<file path="config.mk">
export PLATFORM = sky130hd
export DESIGN_NAME = pc_fetch
export DESIGN_NICKNAME = d
export VERILOG_FILES = /design/src/rtl/pc_fetch.sv
export SDC_FILE = /design/constraint.sdc
export NUM_CORES = 1
export LEC_CHECK = 0
export BUFFER_PORTS_ARGS = -buffer_cell sky130_fd_sc_hd__buf_2
export CELL_PAD_IN_SITES_DETAIL_PLACEMENT = 1
export CELL_PAD_IN_SITES_GLOBAL_PLACEMENT = 2
export CORE_UTILIZATION = 27
export CTS_CLUSTER_SIZE = 16
export DETAILED_ROUTE_END_ITERATION = 8
export PLACE_DENSITY_LB_ADDON = 0.1
export SYNTH_ARGS = -nofsm -noshare
export SYNTH_HDL_FRONTEND = slang
export SYNTH_SLANG_ARGS = --single-unit
export TNS_END_PERCENT = 5
</file>
<file path="constraint.sdc">
create_clock -name clock -period 4.6 [get_ports clock]
set_input_delay 0.23 -clock clock [delete_from_list [all_inputs] [get_ports clock]]
set_output_delay 0.23 -clock clock [all_outputs]
set_load 0.005 [all_outputs]
</file>
<file path="src/rtl/pc_fetch.sv">
// Program counter and next-address stage of the single-cycle MIPS core.
// Selects the next PC (jr > jump > branch > sequential), tracks run/halt/error, counts retired instructions.
module pc_fetch #(
  parameter logic [31:0] RESET_PC  = 32'h0000_0000,
  parameter int unsigned MEM_WORDS = 256,
  parameter logic [31:0] HALT_WORD = 32'h0000_000C
) (
  input  logic        clock,
  input  logic        reset_n,
  input  logic        en,
  input  logic [31:0] instr,
  input  logic        branch_taken,
  input  logic [31:0] imm_ext,
  input  logic        jump,
  input  logic        jr,
  input  logic [31:0] rs_data,
  output logic [31:0] pc,
  output logic [31:0] pc_plus4,
  output logic        halted,
  output logic        error,
  output logic [31:0] instr_count
);

  localparam int unsigned ADDR_W = 32;

  typedef enum logic [1:0] {
    ST_RUN   = 2'd0,
    ST_HALT  = 2'd1,
    ST_ERROR = 2'd2
  } state_t;

  state_t            state;
  logic [ADDR_W-1:0] branch_target;
  logic [ADDR_W-1:0] jump_target;
  logic [ADDR_W-1:0] next_pc;
  logic              next_bad;
  logic              is_halt;
  logic [31:0]       count_inc;

  // Next-address candidates and priority select
  always_comb begin
    pc_plus4      = pc + ADDR_W'(4);
    branch_target = pc_plus4 + (imm_ext << 2);
    jump_target   = {pc_plus4[31:28], instr[25:0], 2'b00};
    next_pc       = pc_plus4;
    if (jr) begin
      next_pc = rs_data;
    end else if (jump) begin
      next_pc = jump_target;
    end else if (branch_taken) begin
      next_pc = branch_target;
    end
  end

  // Fault / halt detection and saturating counter increment
  always_comb begin
    is_halt   = (instr == HALT_WORD);
    next_bad  = (next_pc[1:0] != 2'b00) ||
                (32'(next_pc[31:2]) >= 32'(MEM_WORDS));
    count_inc = (instr_count == 32'hFFFF_FFFF) ? instr_count
                                               : instr_count + 32'd1;
  end

  // State, PC and counter; halted/error are registered decodes of the next state
  always_ff @(posedge clock or negedge reset_n) begin
    if (!reset_n) begin
      state       <= ST_RUN;
      pc          <= RESET_PC;
      instr_count <= 32'd0;
      halted      <= 1'b0;
      error       <= 1'b0;
    end else begin
      case (state)
        ST_RUN: begin
          if (en) begin
            instr_count <= count_inc;
            if (is_halt) begin
              state  <= ST_HALT;
              halted <= 1'b1;
            end else if (next_bad) begin
              state <= ST_ERROR;
              error <= 1'b1;
            end else begin
              pc <= next_pc;
            end
          end
        end
        ST_HALT: begin
          halted <= 1'b1;
          error  <= 1'b0;
        end
        ST_ERROR: begin
          halted <= 1'b0;
          error  <= 1'b1;
        end
        default: begin
          state  <= ST_ERROR;
          halted <= 1'b0;
          error  <= 1'b1;
        end
      endcase
    end
  end

endmodule

</file>
==> results.md, run 1 <==
* Starting Density at between 20% and 30%
* Reg-to-reg endpoint: pc[9]
* Fraction of layout instances using a drive strength above 1 at slightly below 40%
* Synth warnings at 0
* Post-detail-place hpwl at between 20000 and 30000 um
* Clock Latency Late Sink at around 0.33 ns
* Post-synthesis average cell area at 8.19 sq um
* Top-Level Pins at 200
* Top cells by area, synth: sky130_fd_sc_hd__dfrtp_1 (27%), sky130_fd_sc_hd__ha_1 (6.7%), sky130_fd_sc_hd__xnor2_1 (6.2%)
* Count of flip-flops with a built-in enable after synthesis at 0
* Worst path setup slack after routing at -0.0438 ns
* Unrepaired setup endpoints after global routing: yes
* Fraction of the yosys area taken by sequential cells at between 20% and 30%
* CP Data Arrival Time at 4.86 ns
* Power density relative to cell area at 169 nW/um^2
* Leftover overflow at the end of global routing at 0
* Final period util at 101%
* Drt drc at 0
* Setup skew after layout at between 0.008 and 0.009 ns
* TritonCTS clock tree: built
* Area growth from synthesis to layout at 49.1%
* Setup violations, final at 15
* Area of the die at ~24000 sq um
* Headroom to the max-slew limit at about 41%
* Die height at about 160 um
* Library cell occupying the most area in the post-synthesis netlist: sky130_fd_sc_hd__dfrtp_1
* Routed wirelength normalized by instance count at roughly 21 um
* Yosys cell types at 76
* Placeable Area at about 23000 sq um
* Failing checks: negative setup slack
* Initial detailed-routing violation count at between 300 and 400
* CTS H-Tree Depth at 3
* Number of port buffers at roughly 200
* Routed via count at 7613
* Register Area at approximately 1700 sq um
* Count of mapped cells out of synthesis at 777
* Pin count of the biggest net entering global routing at just under 70
* Worst Setup End Kind: flop
* Via count normalized by instance count at around 5.3
* Clock root cell: sky130_fd_sc_hd__clkbuf_16
* Clock slew seen by the registers of the worst setup and hold paths at approximately 0.06 ns
* Crit Path Category: flop to flop
* Hold violation count in the final report at 0
* Area share of the largest cell type after synthesis at around 27%
* Number of cell instances on the worst register-to-register path at 18
* Number of nets in the layout at around 1300
* Type of element launching the critical path: flop
* Launch instance of the worst register-to-register path: pc[3]
* Die W at around 160 um
* Worst R2R Setup Slack at -0.04 ns
* Longest Clk Path Bufs at 2
* Combined area of all synthesized cells at 6360 sq um
* Antenna-violating nets left at 0
* Async SR Flop Fraction at 100%
* Worst-case vdd ir drop at between 150 and 200 uV
* Most instantiated library cell after synthesis: sky130_fd_sc_hd__nand2_1
* WL final at a little over 30000 um
* Max-capacitance violation count at 0
* Leading cell types by count after synthesis: sky130_fd_sc_hd__nand2_1 (69), sky130_fd_sc_hd__dfrtp_1 (68), sky130_fd_sc_hd__xnor2_1 (45)
* Area occupied by multi-input gates at 4650 sq um
* Post-route minimum period at 4.64 ns
* Post-synthesis register bit count at 68
* CTS sink cnt at 68
* Number of antenna violations at the first check in global routing at 3
* Layout filler cell count at 2844
* Worst-margin pin slew at 0.884 ns
* GPL Wtd Cong at ~0.92
* Path class of the lowest-slack min-delay path: primary input to asynchronous set/reset pin
* Max-slew violations at 0
* Data required time of the critical path at between 4 and 5 ns
* Result of the run: complete, but fails checks
* Wire length of the first global-routing pass at roughly 46000 um
* Number of global-route vias before repair at ~7900
* Tot Pwr at 0.00161 W
* 1st-pass router iterations at 5
* Post-Synthesis Net Count at 914
* Quantity of hold-fixing buffers added after cts at 0
* Number of rows in the core area at 55
* Final Non-Filler Cells at roughly 1400
* Crit path max fanout at 8
* Upper clock frequency limit at ~220 MHz
* Static leakage at approximately 4.7 nW
* Cell count after placement at 1411
* Number of clock buffers inserted by TritonCTS at 9
* GRT Overall Usage at 25.2%
* Most used flip-flop cell after synthesis: sky130_fd_sc_hd__dfrtp_1
* Post-Place Setup Slack at -0.396 ns
[state kept, by name, summed over array words and instances, names as in the netlist]
signal       cells
pc              32
error            1
halted           1
instr_count     32
state            2
[per-stage QoR]
| step | cell area [sq um] | setup TNS (ns) | hold slack (ns) | utilization, % |
|---|---|---|---|---|
| floorplan | 6370 | 0 | -0.0656 | - |
| global placement | 8830 | -9.03 | 0.472 | 38.6 |
| detailed placement | 8830 | -9.67 | 0.476 | 38.6 |
| CTS | 9280 | 0 | 0.139 | 40.6 |
| global route | 9480 | -7.97 | 0.178 | 41.5 |
| finish | 9480 | -0.356 | 0.0974 | 41.5 |
[power by group]
group	leakage, nW	switching [W]	internal (W)	total [W]
Sequential	0.909	0	0.000598	0.000598
Clock	0.144	0.000253	0.000433	0.000686
Combinational	3.62	0.000191	0.000130	0.000321
[per-layer routing]
layer / GRT usage [%] / vias up / share of wire [%]
met2: 41.1 / 211 / 47
li1: - / 3630 / -
met3: 3.93 / 36 / 4.9
met5: 0 / - / 0.089
met4: 7.94 / 4 / 2.2
met1: 34.0 / 3732 / 46
[worst max-delay path, cell delays in order (launching register included)]
cell	delay, ns
sky130_fd_sc_hd__dfrtp_1	0.39
sky130_fd_sc_hd__ha_2	0.21
sky130_fd_sc_hd__buf_4	0.13
sky130_fd_sc_hd__nand4_1	0.11
sky130_fd_sc_hd__nor4_1	0.27
sky130_fd_sc_hd__xor2_1	0.35
sky130_fd_sc_hd__ha_1	0.34
sky130_fd_sc_hd__buf_4	0.19
sky130_fd_sc_hd__a21oi_1	0.21
sky130_fd_sc_hd__o21a_1	0.23
sky130_fd_sc_hd__o311ai_0	0.25
sky130_fd_sc_hd__nor3_2	0.25
sky130_fd_sc_hd__o32ai_1	0.16
sky130_fd_sc_hd__a211oi_2	0.19
sky130_fd_sc_hd__o2111ai_1	0.19
sky130_fd_sc_hd__nor4_4	0.45
sky130_fd_sc_hd__nand3_4	0.13
sky130_fd_sc_hd__buf_12	0.18
sky130_fd_sc_hd__mux2_4	0.29
[placed cells by master (no fill, tap or decap), drive strengths merged, types with 28 or more instances in the layout]
cell   synthesis  routed
nand3         40      40
xnor2         45      45
and2          30      30
nor2          42      42
buf            3     375
ha            34      34
dfrtp         68      68
a21oi         42      42
nand2         69      69
nand4         37      37
o21ai         28      28
[cell families after synthesis]
| group | share of synthesized area [%] |
|---|---|
| AOI/OAI and AO/OA | 21.1 |
| xor gates and xnor gates | 9.36 |
| adders and majority gates | 7.00 |
| buffers and inverters | 4.01 |
| DFF | 26.8 |
| muxes | 3.36 |
| and+or+nand+nor | 28.4 |
[worst max-delay path by stage]
stage	from	to	slack (ns)	cells after the start
6_report	pc[3]	pc[9]	-0.04	18
5_1_grt	pc[2]	pc[5]	-0.29	17
4_1_cts	pc[2]	pc[6]	0.003	24
3_5_place_dp	pc[4]	pc[9]	-0.40	22
3_3_place_gp	pc[3]	pc[5]	-0.38	23
2_1_floorplan	pc[4]	pc[3]	0.00005	18
[what timing repair did]
action / 4_1_cts / 5_1_grt
endpoints found under the setup margin: 35 / 35
buffers inserted: 3 / 11
gates resized for setup: 20 / 25
pin swaps: 11 / 23
[area by class of cell]
| cell class | count | area share, % |
|---|---|---|
| multi-input cells | 645 | 49.0 |
| diodes | 1 | 0.0264 |
| flip-flops and latches | 68 | 17.9 |
| clock inverters | 6 | 0.673 |
| well taps | 313 | 4.13 |
| clock buffers | 10 | 2.52 |
| repair buffers | 375 | 24.7 |
| inverters | 24 | 0.950 |
Power figures use the tool's default switching activity.
==> run 2, diff against run 1 <==
Settings changed: PLACE_DENSITY set to 0.86, PLACE_DENSITY_LB_ADDON 0.1 to unset.
==> run 2 against run 1 <==
Compared with the run above:
- highest routed layer is now met4
- critical endpoint is now pc[3]
- setup slack better by 0.053 ns
- largest power group unchanged
- wire length down 4.6%
- the flow now finishes without violations
- via count up 0.87%
- clock skew down 0.0035 ns
==> results.md, run 2 (same netlist as run 1, synthesis figures left out) <==
* Result of the run: finished, final reports clean
* GRT Overall Usage at 23.8%
* GPL Wtd Cong at about 1
* Fraction of layout instances using a drive strength above 1 at 38.5%
* Clock share of power at between 40 and 50%
* Clock Latency Late Sink at 0.32 ns
* Leading cell types in the layout, fill and taps excluded: sky130_fd_sc_hd__buf_2 (197), sky130_fd_sc_hd__buf_4 (147), sky130_fd_sc_hd__nand2_1 (69), sky130_fd_sc_hd__dfrtp_1 (68), sky130_fd_sc_hd__nor2_1 (41)
* Post-route minimum period at about 4.6 ns
* Launch instance of the worst register-to-register path: pc[4]
* Number of antenna violations at the first check in global routing at 0
* Registers with the most flip-flops: instr_count: 32 flops, pc: 32 flops, state: 2 flops
* Worst Setup End Kind: flop
* Headroom to the max-slew limit at about a third
* Switching power at roughly 0.00043 W
* Utilization of the core after routing at 40.7%
* Path class of the lowest-slack min-delay path: primary input to asynchronous set/reset pin
* Worst R2R Setup Slack at ~0.0093 ns
* Net Sw Frac at 26.9%
* Most frequent standard cell in the layout excluding fill and tap cells: sky130_fd_sc_hd__buf_2
* WL final at 29000 um
* Reg-to-reg endpoint: pc[3]
* Number of nets in the layout at about 1200
* Number of rows in the core area at 55
* Clock slew seen by the registers of the worst setup and hold paths at roughly 0.05 ns
* Post-detail-place hpwl at ~24000 um
* Area growth from synthesis to layout at 46.3%
* Cell internal power dissipation at 0.00116 W
* Hold slack at just over 0.09 ns
* Wire length of the first global-routing pass at approximately 44000 um
* Longest Clk Path Bufs at 2
* Drt drc at 0
* Pin count of the biggest net entering global routing at between 60 and 70
* CTS sink cnt at between 60 and 70
* Max-slew violations at 0
* Die height at roughly 160 um
* Routed wirelength normalized by instance count at roughly 21 um
* TritonCTS clock tree: built
* Number of global-route vias before repair at 7726
* Type of element launching the critical path: flop
* 1st-pass router iterations at 7
* Worst-margin pin slew at between 0.9 and 1 ns
* Worst-case vdd ir drop at 171 uV
* Static leakage at approximately 4.6 nW
* Leftover overflow at the end of global routing at 0
* Unrepaired setup endpoints after global routing: yes
* Die W at about 160 um
* Number of clock buffers inserted by TritonCTS at 9
* Data required time of the critical path at 4.81 ns
* Number of diodes at 0
* CTS H-Tree Depth at 3
* Routed via count at 7679
* Placeable Area at ~23000 sq um
* Final period util at 99.8%
* Flop pwr share at between 30 and 40%
* Max-capacitance violation count at 0
* Area of the die at roughly 24000 sq um
* Clock root cell: sky130_fd_sc_hd__clkbuf_16
* Power share of the combinational group at ~20%
* Post-layout instance area at 9310 sq um
* Starting Density at approximately 28%
* Hold violation count in the final report at 0
* Setup skew after layout at 0.00503 ns
* Power density relative to cell area at between 150 and 200 nW/um^2
* Crit path max fanout at 8
* CP Data Arrival Time at approximately 4.8 ns
* Upper clock frequency limit at 218 MHz
* Crit Path Category: flop to flop
* Standard cell area after detailed placement at 8640 sq um
* Number of cell instances on the worst register-to-register path at 18
* Initial detailed-routing violation count at ~470
* Top-Level Pins at 200
* Crit path capture: pc[3]
* Via count normalized by instance count at roughly 5.4
* Setup violations, final at 0
* Beginning of the critical path: pc[4]
* Antenna-violating nets left at 0
* Number of port buffers at 197
-- run 2: cell count changes in the layout (fill, tap and decap cells not counted), moves of 2 or more --
cell,before,now
sky130_fd_sc_hd__nor3_1,23,20
sky130_fd_sc_hd__buf_6,3,0
sky130_fd_sc_hd__nand2_2,2,0
sky130_fd_sc_hd__buf_4,174,147
sky130_fd_sc_hd__nand3_4,3,1
sky130_fd_sc_hd__nor4_1,19,15
sky130_fd_sc_hd__ha_2,1,3
sky130_fd_sc_hd__nor3_2,1,5
sky130_fd_sc_hd__ha_4,4,1
sky130_fd_sc_hd__clkbuf_1,0,2
sky130_fd_sc_hd__nor4_2,3,7
sky130_fd_sc_hd__clkinvlp_4,2,0
sky130_fd_sc_hd__nand2_1,67,69
-- run 2: metal layers --
metal	share of wire, %	vias up	track usage, %
li1	-	3562	-
met1	43	3778	31.2
met2	47	296	39.7
met3	7.6	43	4.71
met4	2.4	0	6.58
met5	0	-	0
-- run 2: metrics by stage --
step           TNS [ns]  setup slack, ns  cells  total power (W)
6_report              0          0.00929   1412          0.00158
3_5_place_dp      -9.38           -0.403   1386         0.000909
4_1_cts               0          0.00127   1405          0.00159
5_1_grt           -2.22           -0.138   1412          0.00165
2_1_floorplan         0        0.0000537    777         0.000754
3_3_place_gp      -1.77           -0.165   1386         0.000907
-- run 2: how the worst min path moves through the flow --
stage | startpoint | end
detailed placement | reset_n | instr_count[24]
floorplan | reset_n | error
CTS | reset_n | instr_count[24]
global placement | reset_n | instr_count[26]
global route | reset_n | instr_count[24]
finish | reset_n | instr_count[24]
-- run 2: power groups by stage --
stage | logic, W | registers, W | clock network [W]
detailed placement | 0.000300 | 0.000609 | 0
floorplan | 0.000145 | 0.000609 | 0
finish | 0.000317 | 0.000599 | 0.000667
global placement | 0.000298 | 0.000609 | 0
global route | 0.000340 | 0.000598 | 0.000716
CTS | 0.000304 | 0.000599 | 0.000692
-- run 2: area by class of cell --
| type | count | area [sq um] |
|---|---|---|
| Inverter | 24 | 90.1 |
| Tap cell | 313 | 392 |
| Clock inverter | 4 | 48.8 |
| Timing Repair Buffer | 346 | 2140 |
| Sequential cell | 68 | 1700 |
| Fill cell | 2844 | 13500 |
| Multi-Input combinational cell | 645 | 4680 |
| Clock buffer | 12 | 246 |
-- run 2: worst max-delay path: stages (launching register included) --
cell                        delay, ns
sky130_fd_sc_hd__dfrtp_1         0.37
sky130_fd_sc_hd__nand3_2         0.13
sky130_fd_sc_hd__or4_4           0.60
sky130_fd_sc_hd__nor3_2          0.21
sky130_fd_sc_hd__xor2_1          0.18
sky130_fd_sc_hd__buf_4           0.16
sky130_fd_sc_hd__ha_1            0.25
sky130_fd_sc_hd__buf_4           0.16
sky130_fd_sc_hd__nand2_1         0.08
sky130_fd_sc_hd__o21a_1          0.16
sky130_fd_sc_hd__nor4_1          0.06
sky130_fd_sc_hd__or4_1           0.51
sky130_fd_sc_hd__nor4_2          0.27
sky130_fd_sc_hd__o2111ai_1       0.16
sky130_fd_sc_hd__nor4_2          0.28
sky130_fd_sc_hd__o2111a_2        0.30
sky130_fd_sc_hd__nand3_4         0.11
sky130_fd_sc_hd__buf_12          0.18
sky130_fd_sc_hd__mux2_4          0.29
-- run 2: repair_timing --
action	4_1_cts	5_1_grt
gates resized for setup	18	31
cloned	1	0
buffers inserted	2	7
pin swaps	4	11
hold endpoints to repair	0	0
hold buffers	0	0
endpoints found under the setup margin	35	34
